<file path="src/rtl/aesl_deadlock_report_ctrl_if.sv">
// Report channel from the deadlock scheduler to the bench reporter:
// the payload is qualified by valid and consumed by ready.
interface aesl_deadlock_report_ctrl_if #(
    parameter int IDX_W  = 2,
    parameter int AXIS_W = 13
);
    logic              report_valid;
    logic              report_ready;
    logic [IDX_W-1:0]  report_idx;
    logic [AXIS_W-1:0] report_chan;
    logic [31:0]       report_cycle;

    modport master (
        output report_valid,
        output report_idx,
        output report_chan,
        output report_cycle,
        input  report_ready
    );

    modport slave (
        input  report_valid,
        input  report_idx,
        input  report_chan,
        input  report_cycle,
        output report_ready
    );
endinterface

</file>
<file path="src/rtl/aesl_deadlock_report_ctrl.sv">
// Round-robin deadlock scheduler: confirms a persistently blocked monitor,
// reports its index, AXIS snapshot and cycle stamp once, then halts.
module aesl_deadlock_report_ctrl #(
    parameter int NUM_MON = 4,
    parameter int AXIS_W  = 13,
    parameter int THRESH  = 16,
    parameter int CNT_W   = 8
) (
    input  logic                 clock,
    input  logic                 reset,
    input  logic                 enable,
    input  logic [NUM_MON-1:0]   mon_block,
    input  logic [AXIS_W-1:0]    axis_block_sigs,
    aesl_deadlock_report_ctrl_if.master rpt,
    output logic                 deadlock,
    output logic                 busy
);
    localparam int IDX_W = (NUM_MON > 2) ? $clog2(NUM_MON) : 1;

    typedef enum logic [2:0] {
        IDLE    = 3'd0,
        SCAN    = 3'd1,
        CONFIRM = 3'd2,
        REPORT  = 3'd3,
        HALT    = 3'd4
    } state_t;

    state_t            state;
    state_t            state_next;
    logic [IDX_W-1:0]  ptr;
    logic [IDX_W-1:0]  cand;
    logic [CNT_W-1:0]  cnt;
    logic [31:0]       cyc;

    logic              hit;
    logic [IDX_W-1:0]  hit_idx;
    logic              load_cand;
    logic              inc_cnt;
    logic              miss;
    logic              abort;
    logic              confirm;
    logic              accept;

    logic              valid_q;
    logic [IDX_W-1:0]  idx_q;
    logic [AXIS_W-1:0] chan_q;
    logic [31:0]       cycle_q;
    logic              deadlock_q;

    function automatic logic [IDX_W-1:0] wrap_idx(input int v);
        return IDX_W'(v % NUM_MON);
    endfunction

    // Descending scan so the smallest rotational distance from ptr is the last writer.
    always_comb begin
        hit     = 1'b0;
        hit_idx = '0;
        for (int k = NUM_MON - 1; k >= 0; k--) begin
            if (mon_block[wrap_idx(int'(ptr) + k)]) begin
                hit     = 1'b1;
                hit_idx = wrap_idx(int'(ptr) + k);
            end
        end
    end

    always_ff @(posedge clock) begin
        if (reset) state <= IDLE;
        else       state <= state_next;
    end

    // Dropping enable takes priority over both a new candidate and a confirmation.
    always_comb begin
        state_next = state;
        load_cand  = 1'b0;
        inc_cnt    = 1'b0;
        miss       = 1'b0;
        abort      = 1'b0;
        confirm    = 1'b0;
        accept     = 1'b0;
        case (state)
            IDLE: begin
                if (enable) state_next = SCAN;
            end
            SCAN: begin
                if (!enable) begin
                    abort      = 1'b1;
                    state_next = IDLE;
                end else if (hit) begin
                    load_cand  = 1'b1;
                    state_next = CONFIRM;
                end
            end
            CONFIRM: begin
                if (!enable) begin
                    abort      = 1'b1;
                    state_next = IDLE;
                end else if (!mon_block[cand]) begin
                    miss       = 1'b1;
                    state_next = SCAN;
                end else if (cnt == CNT_W'(THRESH - 1)) begin
                    confirm    = 1'b1;
                    state_next = REPORT;
                end else begin
                    inc_cnt    = 1'b1;
                end
            end
            REPORT: begin
                if (rpt.report_ready) begin
                    accept     = 1'b1;
                    state_next = HALT;
                end
            end
            HALT:    state_next = HALT;
            default: state_next = IDLE;
        endcase
    end

    always_ff @(posedge clock) begin
        if (reset) begin
            ptr        <= '0;
            cand       <= '0;
            cnt        <= '0;
            cyc        <= '0;
            valid_q    <= 1'b0;
            idx_q      <= '0;
            chan_q     <= '0;
            cycle_q    <= '0;
            deadlock_q <= 1'b0;
        end else begin
            if (cyc != 32'hFFFF_FFFF) cyc <= cyc + 32'd1;

            if (load_cand) begin
                cand <= hit_idx;
                cnt  <= CNT_W'(1);
            end else if (inc_cnt) begin
                cnt  <= cnt + CNT_W'(1);
            end else if (miss || abort) begin
                cnt  <= '0;
            end

            if (miss) ptr <= wrap_idx(int'(cand) + 1);

            if (confirm) begin
                valid_q    <= 1'b1;
                idx_q      <= cand;
                chan_q     <= axis_block_sigs;
                cycle_q    <= cyc;
                deadlock_q <= 1'b1;
            end else if (accept) begin
                valid_q    <= 1'b0;
            end
        end
    end

    assign rpt.report_valid = valid_q;
    assign rpt.report_idx   = idx_q;
    assign rpt.report_chan  = chan_q;
    assign rpt.report_cycle = cycle_q;
    assign deadlock         = deadlock_q;
    assign busy             = (state == CONFIRM) || (state == REPORT);

endmodule

</file>
<file path="src/flat_wrapper.sv">
// flat-port wrapper written by rule: the top's interface ports become plain ports
module aesl_deadlock_report_ctrl_flat 
#(
    parameter int NUM_MON = 4,
    parameter int AXIS_W  = 13,
    parameter int THRESH  = 16,
    parameter int CNT_W   = 8
)
  (clock, reset, enable, mon_block, axis_block_sigs, deadlock, busy, rpt_report_valid, rpt_report_idx, rpt_report_chan, rpt_report_cycle, rpt_report_ready);
  aesl_deadlock_report_ctrl_if #(.IDX_W((2)), .AXIS_W(AXIS_W)) rpt_i ();
  input  logic clock;
  input  logic reset;
  input  logic enable;
  input  logic [NUM_MON-1:0] mon_block;
  input  logic [AXIS_W-1:0] axis_block_sigs;
  output logic deadlock;
  output logic busy;
  output wire logic [$bits(rpt_i.report_valid)-1:0] rpt_report_valid;
  output wire logic [$bits(rpt_i.report_idx)-1:0] rpt_report_idx;
  output wire logic [$bits(rpt_i.report_chan)-1:0] rpt_report_chan;
  output wire logic [$bits(rpt_i.report_cycle)-1:0] rpt_report_cycle;
  input wire logic [$bits(rpt_i.report_ready)-1:0] rpt_report_ready;
  assign rpt_report_valid = rpt_i.report_valid;
  assign rpt_report_idx = rpt_i.report_idx;
  assign rpt_report_chan = rpt_i.report_chan;
  assign rpt_report_cycle = rpt_i.report_cycle;
  assign rpt_i.report_ready = rpt_report_ready;
  aesl_deadlock_report_ctrl #(.NUM_MON(NUM_MON), .AXIS_W(AXIS_W), .THRESH(THRESH), .CNT_W(CNT_W)) u_core (.clock(clock), .reset(reset), .enable(enable), .mon_block(mon_block), .axis_block_sigs(axis_block_sigs), .rpt(rpt_i), .deadlock(deadlock), .busy(busy));
endmodule
</file>
<file path="config.mk">
export PLATFORM = sky130hd
export DESIGN_NAME = aesl_deadlock_report_ctrl_flat
export DESIGN_NICKNAME = d
export VERILOG_FILES = /design/src/rtl/aesl_deadlock_report_ctrl_if.sv /design/src/rtl/aesl_deadlock_report_ctrl.sv /design/src/flat_wrapper.sv
export SDC_FILE = /design/constraint.sdc
export NUM_CORES = 1
export LEC_CHECK = 0
export BUFFER_PORTS_ARGS = -buffer_cell sky130_fd_sc_hd__buf_4
export CORE_MARGIN = 2
export CORE_UTILIZATION = 25
export DETAILED_ROUTE_END_ITERATION = 12
export PLACE_DENSITY = 0.48
export SLEW_MARGIN = 20
export SYNTH_ARGS = -nofsm -noshare
export SYNTH_HDL_FRONTEND = slang
export SYNTH_SLANG_ARGS = --single-unit
</file>
<file path="constraint.sdc">
create_clock -name clock -period 2.5 [get_ports clock]
set_clock_uncertainty 0.15 [all_clocks]
set_input_delay 0.75 -clock clock [delete_from_list [all_inputs] [get_ports clock]]
set_output_delay 0.75 -clock clock [all_outputs]
set_load 0.01 [all_outputs]
</file>
### After elaboration in Yosys (flattened, before gate mapping)

Index checks and enable logic that the tools add are counted.

| storage, ports and cells | value |
|---|---|
| register bits after elaboration | 96 |
| input port bits | 21 |
| word-level logic and storage cells | 90 |

| operators by class | value |
|---|---|
| add/subtract/negate cells | 6 |
| magnitude comparators | 5 |
| equality and inequality tests | 10 |
| muxes and demuxes | 49 |
| reduce and logical (&&, ||, !) cells | 9 |

Operators by type and width:

| cell | count |
|---|---|
| $add 32x1->32 const B | 1 |
| $ne 32x32->1 const B | 1 |
| $mux 1 | 30 |
| $mux 3 | 7 |
| $mux 8 | 2 |
| $lt 2x3->1 const B | 5 |
| $pmux 3 s5 | 1 |
| $bmux 1 s2 | 5 |
| $add 8x1->8 const B | 1 |
| $eq 8x4->1 const B | 1 |
| $mux 2 | 4 |
| $eq 3x2->1 const B | 2 |
| $add 2x1->2 const B | 2 |
| $add 2x2->2 const B | 2 |
| $ne 2x2->1 const B | 2 |
| $ne 4x4->1 const B | 1 |
| $reduce_and 4->1 | 1 |
| $reduce_bool 2->1 | 2 |
| $reduce_or 2->1 | 2 |
| $eq 3x1->1 const B | 1 |
| $eq 3x3->1 const B | 1 |
| $logic_not 3->1 | 1 |
| $ne 3x2->1 const B | 1 |
| $reduce_bool 3->1 | 1 |
| $logic_or 1x1->1 | 2 |

### Longest topological paths before layout

| logic depth | value |
|---|---|
| word-level depth | 11 |
| mapped depth | 9 |
| mapped depth without buffers | 6 |

### Worst setup path before layout

Ideal clock, no wire load.

| timing | value |
|---|---|
| path type | input to register |
| start | input port mon_block[3] |
| end | register u_core.cycle_q[20] (netlist: u_core.rpt.report_cycle[20]) |
| data arrival time | 2.080 ns |
| required time | 2.218 ns |
| slack | 0.138 ns |
| stages | 8 |
| buffers on the path | 3 |
| cell sequence | mux4_2 > and3_4 > and2_4 > buf_6 > buf_8 > buf_6 > nand2_1 > a21oi_1 |

| on the way | value |
|---|---|
| cells in the longest elaborated chain, start to end | 5 |

RTL lines:

| what | line | source |
|---|---|---|
| start, declared | flat_wrapper.sv:14 | `input logic [NUM_MON-1:0] mon_block;` |
| $bmux 1 s2 | aesl_deadlock_report_ctrl.sv:97 | `end else if (!mon_block[cand]) begin` |
| $mux 1 (implied by the code) | aesl_deadlock_report_ctrl.sv:97 |  |
| $mux 1 | aesl_deadlock_report_ctrl.sv:97 |  |
| $mux 1 | aesl_deadlock_report_ctrl.sv:94 | `if (!enable) begin` |
| $mux 1 | aesl_deadlock_report_ctrl.sv:80 | `case (state)` |
| end signal, assigned | aesl_deadlock_report_ctrl.sv:147 | `cycle_q <= cyc;` |
| end, declared | aesl_deadlock_report_ctrl.sv:47 | `logic [31:0] cycle_q;` |

No other way between the ends. The select of a mux whose other input is x is not followed.
A chain may end at the register's enable or synchronous reset.

### Worst setup path after layout

| timing | value |
|---|---|
| start | register u_core.state[1] |
| end | output port busy |

| on the way | value |
|---|---|
| cells in the longest elaborated chain, start to end | 2 |
| elaborated cells on any way between the ends | 3 |
| classes of those cells | eq/ne: 2; reduce/logical: 1 |

RTL lines:

| what | line | source |
|---|---|---|
| start, declared | aesl_deadlock_report_ctrl.sv:28 | `state_t state;` |
| start signal, assigned | aesl_deadlock_report_ctrl.sv:68 | `else state <= state_next;` |
| $eq 3x2->1 | aesl_deadlock_report_ctrl.sv:160 | `assign busy = (state == CONFIRM) \|\| (state == REPORT);` |
| $logic_or 1x1->1 * | aesl_deadlock_report_ctrl.sv:160 |  |
| end, declared | flat_wrapper.sv:17 | `output logic busy;` |

Every way passes the cells marked *; elsewhere a longest branch is shown, timed or not.

==> impl_metrics.tcl <==
set metrics [dict create \
    yosysTopAreaCellShare_pct 44.3 \
    worst_pin_slew_ns 0.565 \
    io_pins 71 \
    viasPerCell 4.78 \
    drive_gt1_share_pct 20.6 \
    first_global_vias 3841 \
    cts_root_buf "clkbuf_16" \
    first_pass_iters 4 \
    grt_pass1_wl_um 18400 \
    grt_use_total_pct 12.5 \
    leakagePower_nw 1.92 \
    max_cap_viol_count 0 \
    ys_warn_count 0 \
    synth_edf_count 0 \
    max_slew_margin_pct 62.3 \
    yosys_most_used_dff "dfxtp_1" \
    cts_buffer_depth 2 \
    place_hpwl_um 7860 \
    core_um2 17100 \
    synth_area_leaders "dfxtp_1 (44%), nand2_1 (10%), a21oi_1 (9.2%)" \
    clkLatencyLatePin_ns 0.35 \
    drt_iter0_markers 173 \
    fin_area_um2 5450 \
    required_ns 1.60 \
    die_y_um 136 \
    p_per_area_nw_per_um2 542 \
    grt_max_degree 50 \
    path_max_fanout 10 \
    startpoint "u_core.state[1]" \
    io_buffers 70 \
    numCtsBuffers 9 \
    synthArstFlopShare_pct 0 \
    ys_ff_latch 96 \
    crit_path_end_kind "primary output" \
    wirelength_um 11000 \
    postCtsHoldBufs 0 \
    final_cell_mix "nand2_1 (119), dfxtp_1 (96), buf_4 (85)" \
    status "complete, no violations" \
    rsz0062_at_grt "no" \
    fp-row-count 48 \
    gp_congestion 0.790 \
    netlist_area_um2 4340 \
    timing.rr.start "u_core.cnt[0]" \
    cts_htree_levels 3 \
    hp-class "reg -> reg" \
    post_drt_wl_per_cell_um 13.3 \
    start_util_pct 25.4 \
    grt-ovfl-total 0 \
    syn_area_per_cell_um2 8.24 \
    vias 3952 \
    final_common_cell "nand2_1" \
    setup_viol 0 \
    clock_sinks 96 \
    die_w_um 136 \
    drc 0 \
    finalMaxSlewViolations 0 \
    die_area_um2 18400 \
    ant_nets 0 \
    post_dp_cell_area_um2 5180 \
    fin_crit_sh_pct 90.1 \
    antenna_found_initial 0 \
    final_util_pct 31.8 \
    post_cts_buffers 0 \
    ys_seq_area_share_pct 44.3 \
    startpoint_type "register" \
    worstSetupPathType "reg -> out" \
    peakVddDrop_mv 0.304 \
    hold_viol 0 \
    crit_arrival_ns 1.35 \
    syn_inst 527 \
    cts_tree "yes" \
    synth_cell_types 60 \
    tns_ns 0 \
    antenna_cells 0 \
    post_cts_resized 0 \
    synth_nets 550 \
    syn_to_final_growth_pct 25.4 \
    final_nets 623 \
    period_needed_ns 2.25 \
    clock.fmax_mhz 444 \
    clk_pin_slew_ns 0.06 \
    synth_area_leader_cell "dfxtp_1" \
    worstHoldStart "u_core.rpt.report_cycle[10]" \
]
[path summary, 6_finish.rpt]
check / to / slack [ns] / cells after the start
worst max-delay path: busy / 0.25 / 2
worst min-delay path: u_core.rpt.report_cycle[10] / 0.30 / 2
worst max register to register: u_core.rpt.report_valid / 0.26 / 6
worst min register to register: u_core.rpt.report_cycle[10] / 0.30 / 2
[layer usage]
metal	part of all wire, %	track usage, %	vias up
met5	0	0	-
met4	1.8	4.22	0
met3	4.5	3.89	18
met2	49	21.5	68
met1	45	14.6	1869
li1	-	-	1997
[kinds of logic after synthesis]
group | count (synthesis) | synth area share [%]
XOR/XNOR | 11 | 2.22
adder cells (fa/ha/maj) | 2 | 0.576
buffers and inverters | 37 | 4.49
AO/OA/AOI/OAI | 123 | 16.9
flip-flops | 96 | 44.3
AND/OR/NAND/NOR | 251 | 29.6
multiplexers | 7 | 1.96
[metrics by stage]
stage | power, mW | hold slack, ns | instances | setup WS [ns]
after floorplan | 1.65 | 0.295 | 527 | 0.138
after global placement | 1.71 | 0.295 | 814 | 0.0704
after detailed placement | 1.71 | 0.298 | 814 | 0.0444
after CTS | 3.00 | 0.307 | 827 | 0.259
after global routing | 3.08 | 0.327 | 827 | 0.0373
final | 2.95 | 0.303 | 827 | 0.246
[registers in the layout (all words and copies together), names as in the netlist]
| signal | flops |
|---|---|
| u_core.cyc | 32 |
| u_core.state | 3 |
| u_core.rpt.report_idx | 2 |
| u_core.rpt.report_valid | 1 |
| u_core.deadlock | 1 |
| u_core.rpt.report_cycle | 32 |
| u_core.ptr | 2 |
| u_core.cnt | 8 |
| u_core.rpt.report_chan | 13 |
| u_core.cand | 2 |
[layout make-up]
cell class	instances	area [µm²]
fill	1840	11700
multi-input combinational	394	2230
sequential	96	1920
timing repair buffer	89	718
tap	225	282
clock buffer	12	256
inverter	10	37.5
clock inverter	1	5.00
[critical path, cell delays in order, from the launching register on]
cell and delay (ns):
dfxtp_1 0.48, nor2b_1 0.34, buf_4 0.19
[cells in the mapped netlist (all sizes together), types with 2 or more instances]
cell type	n
nor3b	3
and3	7
nand2b	4
xnor2	9
a21o	3
or4b	2
or2	3
o31ai	4
nor2	31
nand4	11
a21oi	80
nand3	22
clkbuf	13
nor3	7
and4	3
a211oi	5
or4	5
nand2	120
and2	6
buf	14
mux2	2
xor2	2
dfxtp	96
inv	10
nor2b	2
a311oi	2
mux2i	4
a2111oi	2
ha	2
nor4	7
a31oi	6
o21ai	16
or3	13
[power breakdown]
part,switching [mW],internal [mW]
registers,0.0114,1.54
logic,0.0695,0.0548
clock network,0.568,0.711
(Power assumes the default switching activity.)
